<file path="src/rtl/data_sram_slave_if.sv">
// Master-side request/response bus of the data SRAM slave.
// The master drives the request fields; the slave returns addrok/dataok/rdata.
interface data_sram_slave_if;
  logic        data_sram_req;
  logic        data_sram_wr;
  logic [1:0]  data_sram_size;
  logic [31:0] data_sram_addr;
  logic [3:0]  data_sram_wstrb;
  logic [31:0] data_sram_wdata;
  logic        data_sram_addrok;
  logic        data_sram_dataok;
  logic [31:0] data_sram_rdata;

  modport master (
    output data_sram_req, data_sram_wr, data_sram_size, data_sram_addr,
           data_sram_wstrb, data_sram_wdata,
    input  data_sram_addrok, data_sram_dataok, data_sram_rdata
  );

  modport slave (
    input  data_sram_req, data_sram_wr, data_sram_size, data_sram_addr,
           data_sram_wstrb, data_sram_wdata,
    output data_sram_addrok, data_sram_dataok, data_sram_rdata
  );
endinterface

</file>
<file path="src/rtl/data_sram_slave.sv">
// Pipelined SRAM slave: accepts up to MAX_OUT requests, issues them to a synchronous
// RAM in order, and answers each with one dataok pulse after RESP_DELAY extra cycles.
module data_sram_slave #(
  parameter int ADDR_W     = 16,
  parameter int MAX_OUT    = 2,
  parameter int RESP_DELAY = 0
) (
  input  logic              clk,
  input  logic              reset,
  data_sram_slave_if.slave  bus,
  output logic              ram_en,
  output logic [3:0]        ram_we,
  output logic [ADDR_W-1:0] ram_addr,
  output logic [31:0]       ram_wdata,
  input  logic [31:0]       ram_rdata
);
  localparam int              PTR_W    = (MAX_OUT > 1) ? $clog2(MAX_OUT) : 1;
  localparam logic [2:0]      MAX_CNT  = 3'(MAX_OUT);
  localparam logic [2:0]      DLY      = 3'(RESP_DELAY);
  localparam logic [PTR_W-1:0] LAST_PTR = PTR_W'(MAX_OUT - 1);

  logic             accept;
  logic             pop;
  logic [2:0]       out_q, out_d;
  logic [2:0]       cnt_q, cnt_d;
  logic [PTR_W-1:0] wptr_q, rptr_q, fill_idx_q;
  logic             fill_q;
  logic             dataok_q;
  logic [31:0]      rdata_q;
  logic [31:0]      head_data;
  logic [31:0]      data_q [MAX_OUT];
  logic             wr_q   [MAX_OUT];
  logic [2:0]       dly_q  [MAX_OUT];
  logic             unused_bits;

  function automatic logic [PTR_W-1:0] next_ptr(input logic [PTR_W-1:0] p);
    return (p == LAST_PTR) ? '0 : p + 1'b1;
  endfunction

  // Acceptance only looks at the registered outstanding count, never at dataok.
  assign accept    = bus.data_sram_req && (out_q < MAX_CNT) && !reset;
  assign bus.data_sram_addrok = accept;
  assign ram_en    = accept;
  assign ram_we    = (accept && bus.data_sram_wr) ? bus.data_sram_wstrb : 4'b0000;
  assign ram_addr  = bus.data_sram_addr[ADDR_W+1:2];
  assign ram_wdata = bus.data_sram_wdata;
  assign unused_bits = ^{bus.data_sram_size, bus.data_sram_addr[1:0],
                         bus.data_sram_addr[31:ADDR_W+2]};

  assign bus.data_sram_dataok = dataok_q && !reset;
  assign bus.data_sram_rdata  = reset ? 32'h0 : rdata_q;

  // Entries are allocated at accept; their data lands one cycle later from the RAM,
  // so a head still waiting for its fill takes ram_rdata directly.
  assign pop = (cnt_q != 3'd0) && (dly_q[rptr_q] == 3'd0);

  always_comb begin
    head_data = data_q[rptr_q];
    if (fill_q && (fill_idx_q == rptr_q)) begin
      head_data = wr_q[rptr_q] ? 32'h0 : ram_rdata;
    end
  end

  always_comb begin
    out_d = out_q + {2'b00, accept} - {2'b00, dataok_q};
    cnt_d = cnt_q + {2'b00, accept} - {2'b00, pop};
  end

  always_ff @(posedge clk) begin
    if (reset) begin
      out_q      <= '0;
      cnt_q      <= '0;
      wptr_q     <= '0;
      rptr_q     <= '0;
      fill_q     <= 1'b0;
      fill_idx_q <= '0;
      dataok_q   <= 1'b0;
      rdata_q    <= '0;
    end else begin
      out_q      <= out_d;
      cnt_q      <= cnt_d;
      fill_q     <= accept;
      fill_idx_q <= wptr_q;
      dataok_q   <= pop;
      if (accept) wptr_q <= next_ptr(wptr_q);
      if (pop) begin
        rptr_q  <= next_ptr(rptr_q);
        rdata_q <= head_data;
      end
    end
  end

  always_ff @(posedge clk) begin
    for (int i = 0; i < MAX_OUT; i++) begin
      if (reset) begin
        dly_q[i] <= '0;
      end else if (accept && (wptr_q == PTR_W'(i))) begin
        dly_q[i] <= DLY;
      end else if (dly_q[i] != 3'd0) begin
        dly_q[i] <= dly_q[i] - 3'd1;
      end
      if (accept && (wptr_q == PTR_W'(i))) wr_q[i] <= bus.data_sram_wr;
      if (fill_q && (fill_idx_q == PTR_W'(i))) data_q[i] <= wr_q[i] ? 32'h0 : ram_rdata;
    end
  end

  a_no_queue_overflow: assert property (@(posedge clk) disable iff (reset)
                                        !(accept && (cnt_q == MAX_CNT)));
endmodule

</file>
<file path="src/flat_wrapper.sv">
// flat-port wrapper written by rule: the top's interface ports become plain ports
module data_sram_slave_flat 
#(
  parameter int ADDR_W     = 16,
  parameter int MAX_OUT    = 2,
  parameter int RESP_DELAY = 0
)
  (clk, reset, ram_en, ram_we, ram_addr, ram_wdata, ram_rdata, bus_data_sram_req, bus_data_sram_wr, bus_data_sram_size, bus_data_sram_addr, bus_data_sram_wstrb, bus_data_sram_wdata, bus_data_sram_addrok, bus_data_sram_dataok, bus_data_sram_rdata);
  data_sram_slave_if bus_i ();
  input  logic clk;
  input  logic reset;
  output logic ram_en;
  output logic [3:0] ram_we;
  output logic [ADDR_W-1:0] ram_addr;
  output logic [31:0] ram_wdata;
  input  logic [31:0] ram_rdata;
  input wire logic [$bits(bus_i.data_sram_req)-1:0] bus_data_sram_req;
  input wire logic [$bits(bus_i.data_sram_wr)-1:0] bus_data_sram_wr;
  input wire logic [$bits(bus_i.data_sram_size)-1:0] bus_data_sram_size;
  input wire logic [$bits(bus_i.data_sram_addr)-1:0] bus_data_sram_addr;
  input wire logic [$bits(bus_i.data_sram_wstrb)-1:0] bus_data_sram_wstrb;
  input wire logic [$bits(bus_i.data_sram_wdata)-1:0] bus_data_sram_wdata;
  output wire logic [$bits(bus_i.data_sram_addrok)-1:0] bus_data_sram_addrok;
  output wire logic [$bits(bus_i.data_sram_dataok)-1:0] bus_data_sram_dataok;
  output wire logic [$bits(bus_i.data_sram_rdata)-1:0] bus_data_sram_rdata;
  assign bus_i.data_sram_req = bus_data_sram_req;
  assign bus_i.data_sram_wr = bus_data_sram_wr;
  assign bus_i.data_sram_size = bus_data_sram_size;
  assign bus_i.data_sram_addr = bus_data_sram_addr;
  assign bus_i.data_sram_wstrb = bus_data_sram_wstrb;
  assign bus_i.data_sram_wdata = bus_data_sram_wdata;
  assign bus_data_sram_addrok = bus_i.data_sram_addrok;
  assign bus_data_sram_dataok = bus_i.data_sram_dataok;
  assign bus_data_sram_rdata = bus_i.data_sram_rdata;
  data_sram_slave #(.ADDR_W(ADDR_W), .MAX_OUT(MAX_OUT), .RESP_DELAY(RESP_DELAY)) u_core (.clk(clk), .reset(reset), .bus(bus_i), .ram_en(ram_en), .ram_we(ram_we), .ram_addr(ram_addr), .ram_wdata(ram_wdata), .ram_rdata(ram_rdata));
endmodule
</file>
<file path="config.mk">
export PLATFORM = sky130hd
export DESIGN_NAME = data_sram_slave_flat
export DESIGN_NICKNAME = d
export VERILOG_FILES = /design/src/rtl/data_sram_slave_if.sv /design/src/rtl/data_sram_slave.sv /design/src/flat_wrapper.sv
export SDC_FILE = /design/constraint.sdc
export NUM_CORES = 1
export LEC_CHECK = 0
export BUFFER_PORTS_ARGS = -buffer_cell sky130_fd_sc_hd__buf_2
export CAP_MARGIN = 20
export CORE_MARGIN = 2
export CORE_UTILIZATION = 56
export CTS_CLUSTER_DIAMETER = 200
export DETAILED_ROUTE_END_ITERATION = 7
export MAX_ROUTING_LAYER = met4
export PLACE_DENSITY = 0.85
export SYNTH_ARGS = -nofsm -noshare
export SYNTH_HDL_FRONTEND = slang
export SYNTH_SLANG_ARGS = --single-unit
</file>
<file path="constraint.sdc">
create_clock -name clk -period 4.4 [get_ports clk]
set_input_delay 0.44 -clock clk [delete_from_list [all_inputs] [get_ports clk]]
set_output_delay 0.44 -clock clk [all_outputs]
set_load 0.1 [all_outputs]
</file>
Word level (Yosys, flattened, before mapping)
Memory sizes are Yosys's and may differ from the RTL's. A register that Yosys moved wholly into a read port is not among the register bits.
Index checks and enable logic that the tools add are counted.
{"block": "totals", "regBits": 43, "ramBits": 72, "input_bits": 106, "out_inout_bits": 87, "elab_cells": 90, "n_memories": 3}
{"memory": "u_core.data_q", "depth": 2, "word_bits": 32, "rd": 1, "rd_clocked_by_memory_dff": 1, "write_ports": 1, "line": "data_sram_slave.sv:31", "text": "logic [31:0] data_q [MAX_OUT];"}
{"memory": "u_core.dly_q", "depth": 2, "word_bits": 3, "rd": 3, "rd_clocked_by_memory_dff": 1, "write_ports": 2, "line": "data_sram_slave.sv:33", "text": "logic [2:0] dly_q [MAX_OUT];"}
{"memory": "u_core.wr_q", "depth": 2, "word_bits": 1, "rd": 3, "rd_clocked_by_memory_dff": 1, "write_ports": 1, "line": "data_sram_slave.sv:32", "text": "logic wr_q [MAX_OUT];"}
{"block": "classes", "add_sub_neg": 8, "magnitude_cmp": 1, "n_eq_ne": 1, "muxes": 46, "n_bitwise": 6, "reduce_logical": 17}
{"cell": "two-way mux 32 bit", "n": 6}
{"cell": "two-way mux 1 bit", "n": 35}
{"cell": "OR reduction 32 bit", "n": 1}
{"cell": "two-way mux 3 bit", "n": 4}
{"cell": "logical AND 1 bit", "n": 10}
{"cell": "nonzero test 3 bit", "n": 3}
{"cell": "adder 3 x 1 -> 3 bit", "n": 2}
{"cell": "subtractor 3 x 1 -> 3 bit", "n": 2}
{"cell": "subtractor 3 x 1 -> 3 bit (second input constant)", "n": 2}
{"cell": "two-way mux 4 bit", "n": 1}
{"cell": "OR 1 bit", "n": 4}
{"cell": "logical NOT 3 bit", "n": 1}
{"cell": "< comparator 3 x 2 -> 1 bit (second input constant)", "n": 1}
{"cell": "adder 1 bit (second input constant)", "n": 2}
{"cell": "NOT 1 bit", "n": 2}
{"cell": "equality test 1 bit", "n": 1}
{"cell": "logical NOT 1 bit", "n": 1}
{"cell": "OR reduction 1 bit", "n": 1}

Logic depth before layout (Yosys ltp)
{"block": "depth", "depth_word": 9, "ltp_mapped": 12, "depth_no_buf": 12}

Worst setup path before layout
No wires, ideal clock.
{"block": "synth_timing", "kind": "flip-flop to flip-flop", "startpoint": "register u_core.out_q[1]", "endpoint": "register u_core.cnt_q[2]", "setup_time_ns": 0.130, "arrival_time_ns": 3.419, "t_required_ns": 4.270, "slack_ns": 0.851, "stages_incl_launch_ff": 13, "path_buffers": 0, "synth_period_minus_slack_ns": 3.549, "cell_sequence": "dfxtp_1 > inv_1 > ha_1 > nand2_1 > nor2_1 > inv_2 > ha_1 > inv_1 > ha_1 > fa_1 > xnor2_1 > xnor2_1 > nor2_1"}
{"block": "synth_between", "elab_chain_cells": 5}
{"element": "start, declared", "line": "data_sram_slave.sv:24", "text": "logic [2:0] out_q, out_d;"}
{"element": "start signal, assigned", "line": "data_sram_slave.sv:80", "text": "out_q <= out_d;"}
{"element": "< comparator 3 x 2 -> 1 bit", "line": "data_sram_slave.sv:41", "text": "assign accept = bus.data_sram_req && (out_q < MAX_CNT) && !reset;"}
{"element": "logical AND 1 bit (2 in series)", "line": "data_sram_slave.sv:41"}
{"element": "named net bus_data_sram_addrok", "line": "flat_wrapper.sv:23", "text": "output wire logic [$bits(bus_i.data_sram_addrok)-1:0] bus_data_sram_addrok;"}
{"element": "adder 3 x 1 -> 3 bit", "line": "data_sram_slave.sv:66", "text": "cnt_d = cnt_q + {2'b00, accept} - {2'b00, pop};"}
{"element": "subtractor 3 x 1 -> 3 bit", "line": "data_sram_slave.sv:66"}
{"element": "end signal, assigned", "line": "data_sram_slave.sv:81", "text": "cnt_q <= cnt_d;"}
{"element": "end, declared", "line": "data_sram_slave.sv:25", "text": "logic [2:0] cnt_q, cnt_d;"}
The timed path passes the listed nets, and every way through them passes these cells.
A chain may end at the register's enable or synchronous reset.

==> qor.txt <==
Final setup vio count - 0
Post-synthesis compound-gate area fraction - 0.0962
Global-route usage over all layers - 0.217
Register bit total from synthesis - 116
Adder-cell share of the synthesized area - 0.0251
CP Capture Type - register
Post-CTS Setup Bufs - 0
Antenna-violating nets left - 0
Synth Area in Simple Gates - 0.206
Met2 WL - 6030 um
Worst slew margin - 0.333
Initial cell density of the core - 0.568
Port Buffer Count - 78
Measured slew at the worst slew-check pin - 0.999 ns
GRT overflow - 0
Crit path DAT - 3.15 ns
Detailed placement HPWL - 7100 um
Cell variety after synth - 33
DIE AREA - 0.0117 mm^2
Num CTS Buffers - 17
Remaining routing DRC violations - 0
Kind of critical path - register to register
Largest family of logic cells by synthesized area - simple AND/OR/NAND/NOR gates
# H-tree levels - 4
Critical Path RT - 4.77 ns
Peak VDD IR - 0.443 mV
Chip Width - 108 um
Synthesized cell area - 0.00607 mm^2
Clock skew - 0.0102 ns
Hold Path Class - input port to register
P per Cell Area - 730 mW/mm^2
First-pass GRT wire length - 18600 um
Tmin final - 2.78 ns
Fillers - 830
Leakage Power - 2.54 nW
Post-synthesis mux area share - 0.0544
RSZ-0062 raised after global routing - no
CTS clk-pin slew, worst paths - 0.05 ns
Worst-Skew Late Latency - 0.52 ns
Multi-input logic area - 0.00240 mm^2
Layout Nets - 665
Top Layer Used - met4
Internal Power - 2.83 mW
Syn_nets - 647
Combinational share of power - 0.404
Largest net degree at the start of global routing - 81
Total wire length - 11900 um
Max clock buf depth - 2
M1 WL - 4990 um
Max-slew violation count - 0
Yosys warning count - 0
DIE HEIGHT - 108 um
Vias per cell - 5.43
Ant. Diodes - 0
Vias - 3809
Largest fanout on the critical path - 34
Initial antenna violation count - 0
Drt pass-1 iters - 4
Power, Total - 4.87 mW
Switching part of the total - 0.419
Top cells by area, synth - edfxtp_1, dfxtp_1, nor2b_1
CTS tree - built
Final hold violation count - 0
Top-area cell type share of the netlist area - 0.356
Seq pwr share - 0.332
Clock Power Share - 0.264
Met3 Routed Length - 741 um
CTS resizes - 0
WL per Instance - 17.0 um
Core ar. - 0.0107 mm^2
Fraction of layout instances using a drive strength above 1 - 0.324
Commonest non-fill, non-tap cells in the layout - nor2b_1, buf_2, edfxtp_1
Clock Sinks - 116
Yosys top cell by area - edfxtp_1
Cts hold-fix bufs - 0
Fmax - 0.359 GHz
Area growth syn-to-layout - 9.79%
XOR/XNOR share of the synthesized area - 0.00989
Net load switching power - 2.04 mW
Post-Synthesis Cells - 530
Io pins - 193
Synth Area per Inst - 11.5 um^2
Startpoint types - register
FF+latch area - 0.00304 mm^2
DRT iter0 DRCs - 204
Setup TNS - 0 ns
Most common cell after layout, fill and taps aside - nor2b_1
Register area share after synthesis - 0.501
GP Congestion - 0.726
Row cnt - 38
Status - completed
Clk root buf - clkbuf_8
Core Util, Final - 0.623
MaxCap Viol Count - 0
Fin crit share - 0.633
Vias in the first global route - 3864
## through the flow
step,instance area (um^2),instances,setup WS [ns],hold slack (ns)
5_1_grt,6670,701,1.39,0.164
4_1_cts,6670,701,1.59,0.151
2_1_floorplan,6070,530,0.851,0.462
6_report,6670,701,1.62,0.177
3_5_place_dp,6120,669,1.58,0.477
3_3_place_gp,6120,669,1.68,0.471
## cells in the mapped netlist
| cell type | n |
|---|---|
| xnor2_1 | 3 |
| nand2b_1 | 1 |
| or3_1 | 1 |
| fa_1 | 2 |
| a21oi_1 | 32 |
| inv_4 | 1 |
| inv_1 | 13 |
| nor3_1 | 2 |
| buf_4 | 52 |
| a31oi_1 | 1 |
| buf_2 | 6 |
| edfxtp_1 | 72 |
| o32ai_4 | 1 |
| buf_6 | 5 |
| dfxtp_1 | 44 |
| nor4_4 | 1 |
| nor2_1 | 49 |
| xnor2_2 | 1 |
| nand2_1 | 3 |
| and2_1 | 2 |
| buf_1 | 1 |
| nor2b_1 | 103 |
| mux2i_1 | 33 |
| inv_2 | 1 |
| a211oi_2 | 30 |
| xor2_1 | 2 |
| and3_1 | 5 |
| a211oi_1 | 2 |
| nor4b_4 | 1 |
| clkbuf_1 | 18 |
| nor3_2 | 30 |
| buf_8 | 3 |
| ha_1 | 9 |
## metal layers
layer	vias up	track usage
met5	-	-
met4	0	0.0751
met3	14	0.0627
met2	137	0.363
met1	1854	0.252
li1	1804	-
## critical path: stages (launching register included)
cell and delay (ns):
dfxtp_2 0.62, nor4b_4 0.33, o32ai_4 0.14, inv_4 0.33
ha_1 0.21, inv_1 0.04, ha_1 0.18, fa_1 0.38
xnor2_1 0.20, xnor2_1 0.16, nor2_1 0.05
## final cells by class
cell class                 instances  share of cell area
inverter                          15             0.00882
clock inverter                    10              0.0163
timing repair buffer              84              0.0657
tap                              140              0.0263
sequential                       116               0.457
clock buffer                      22              0.0664
multi-input combinational        314               0.360
## power groups by stage
stage                     Combinational [mW]  Clock, mW  Sequential (mW)
after CTS                               1.98       1.29             1.62
after floorplan                         1.94          0             1.57
after global placement                  1.91          0             1.62
final                                   1.97       1.28             1.62
after detailed placement                1.97          0             1.63
after global routing                    2.13       1.34             1.65
## state kept, by name, indices dropped and copies added, names as in the netlist, named ones only
signal and count:
u_core.wptr_q 1, u_core.rdata_q 32, u_core.out_q 3, u_core.dly_q 6, u_core.dataok_q 1, u_core.rptr_q 1
u_core.wr_q 2, u_core.fill_q 1, u_core.data_q 64, u_core.cnt_q 3, u_core.fill_idx_q 1
## cell families (layout without fill, tap and decap cells)
family	count (synthesis)	after routing
AOI/OAI and AO/OA	66	66
xor gates and xnor gates	6	6
adders and majority gates	11	11
buffers and inverters	100	131
DFF	116	116
muxes	33	33
and+or+nand+nor	198	198
## path summary, 6_finish.rpt
path / slack (ns) / to / from / cells after the start
worst max-delay path: 1.62 / u_core.cnt_q[2] / register / 10
worst min-delay path: 0.18 / u_core.wr_q[1] / bus_data_sram_wr / 1
worst max register to register: 1.62 / u_core.cnt_q[2] / register / 10
worst min register to register: 0.49 / u_core.rdata_q[16] / u_core.rdata_q[16] / 2
Note: power is estimated with default switching activity, not from simulation.
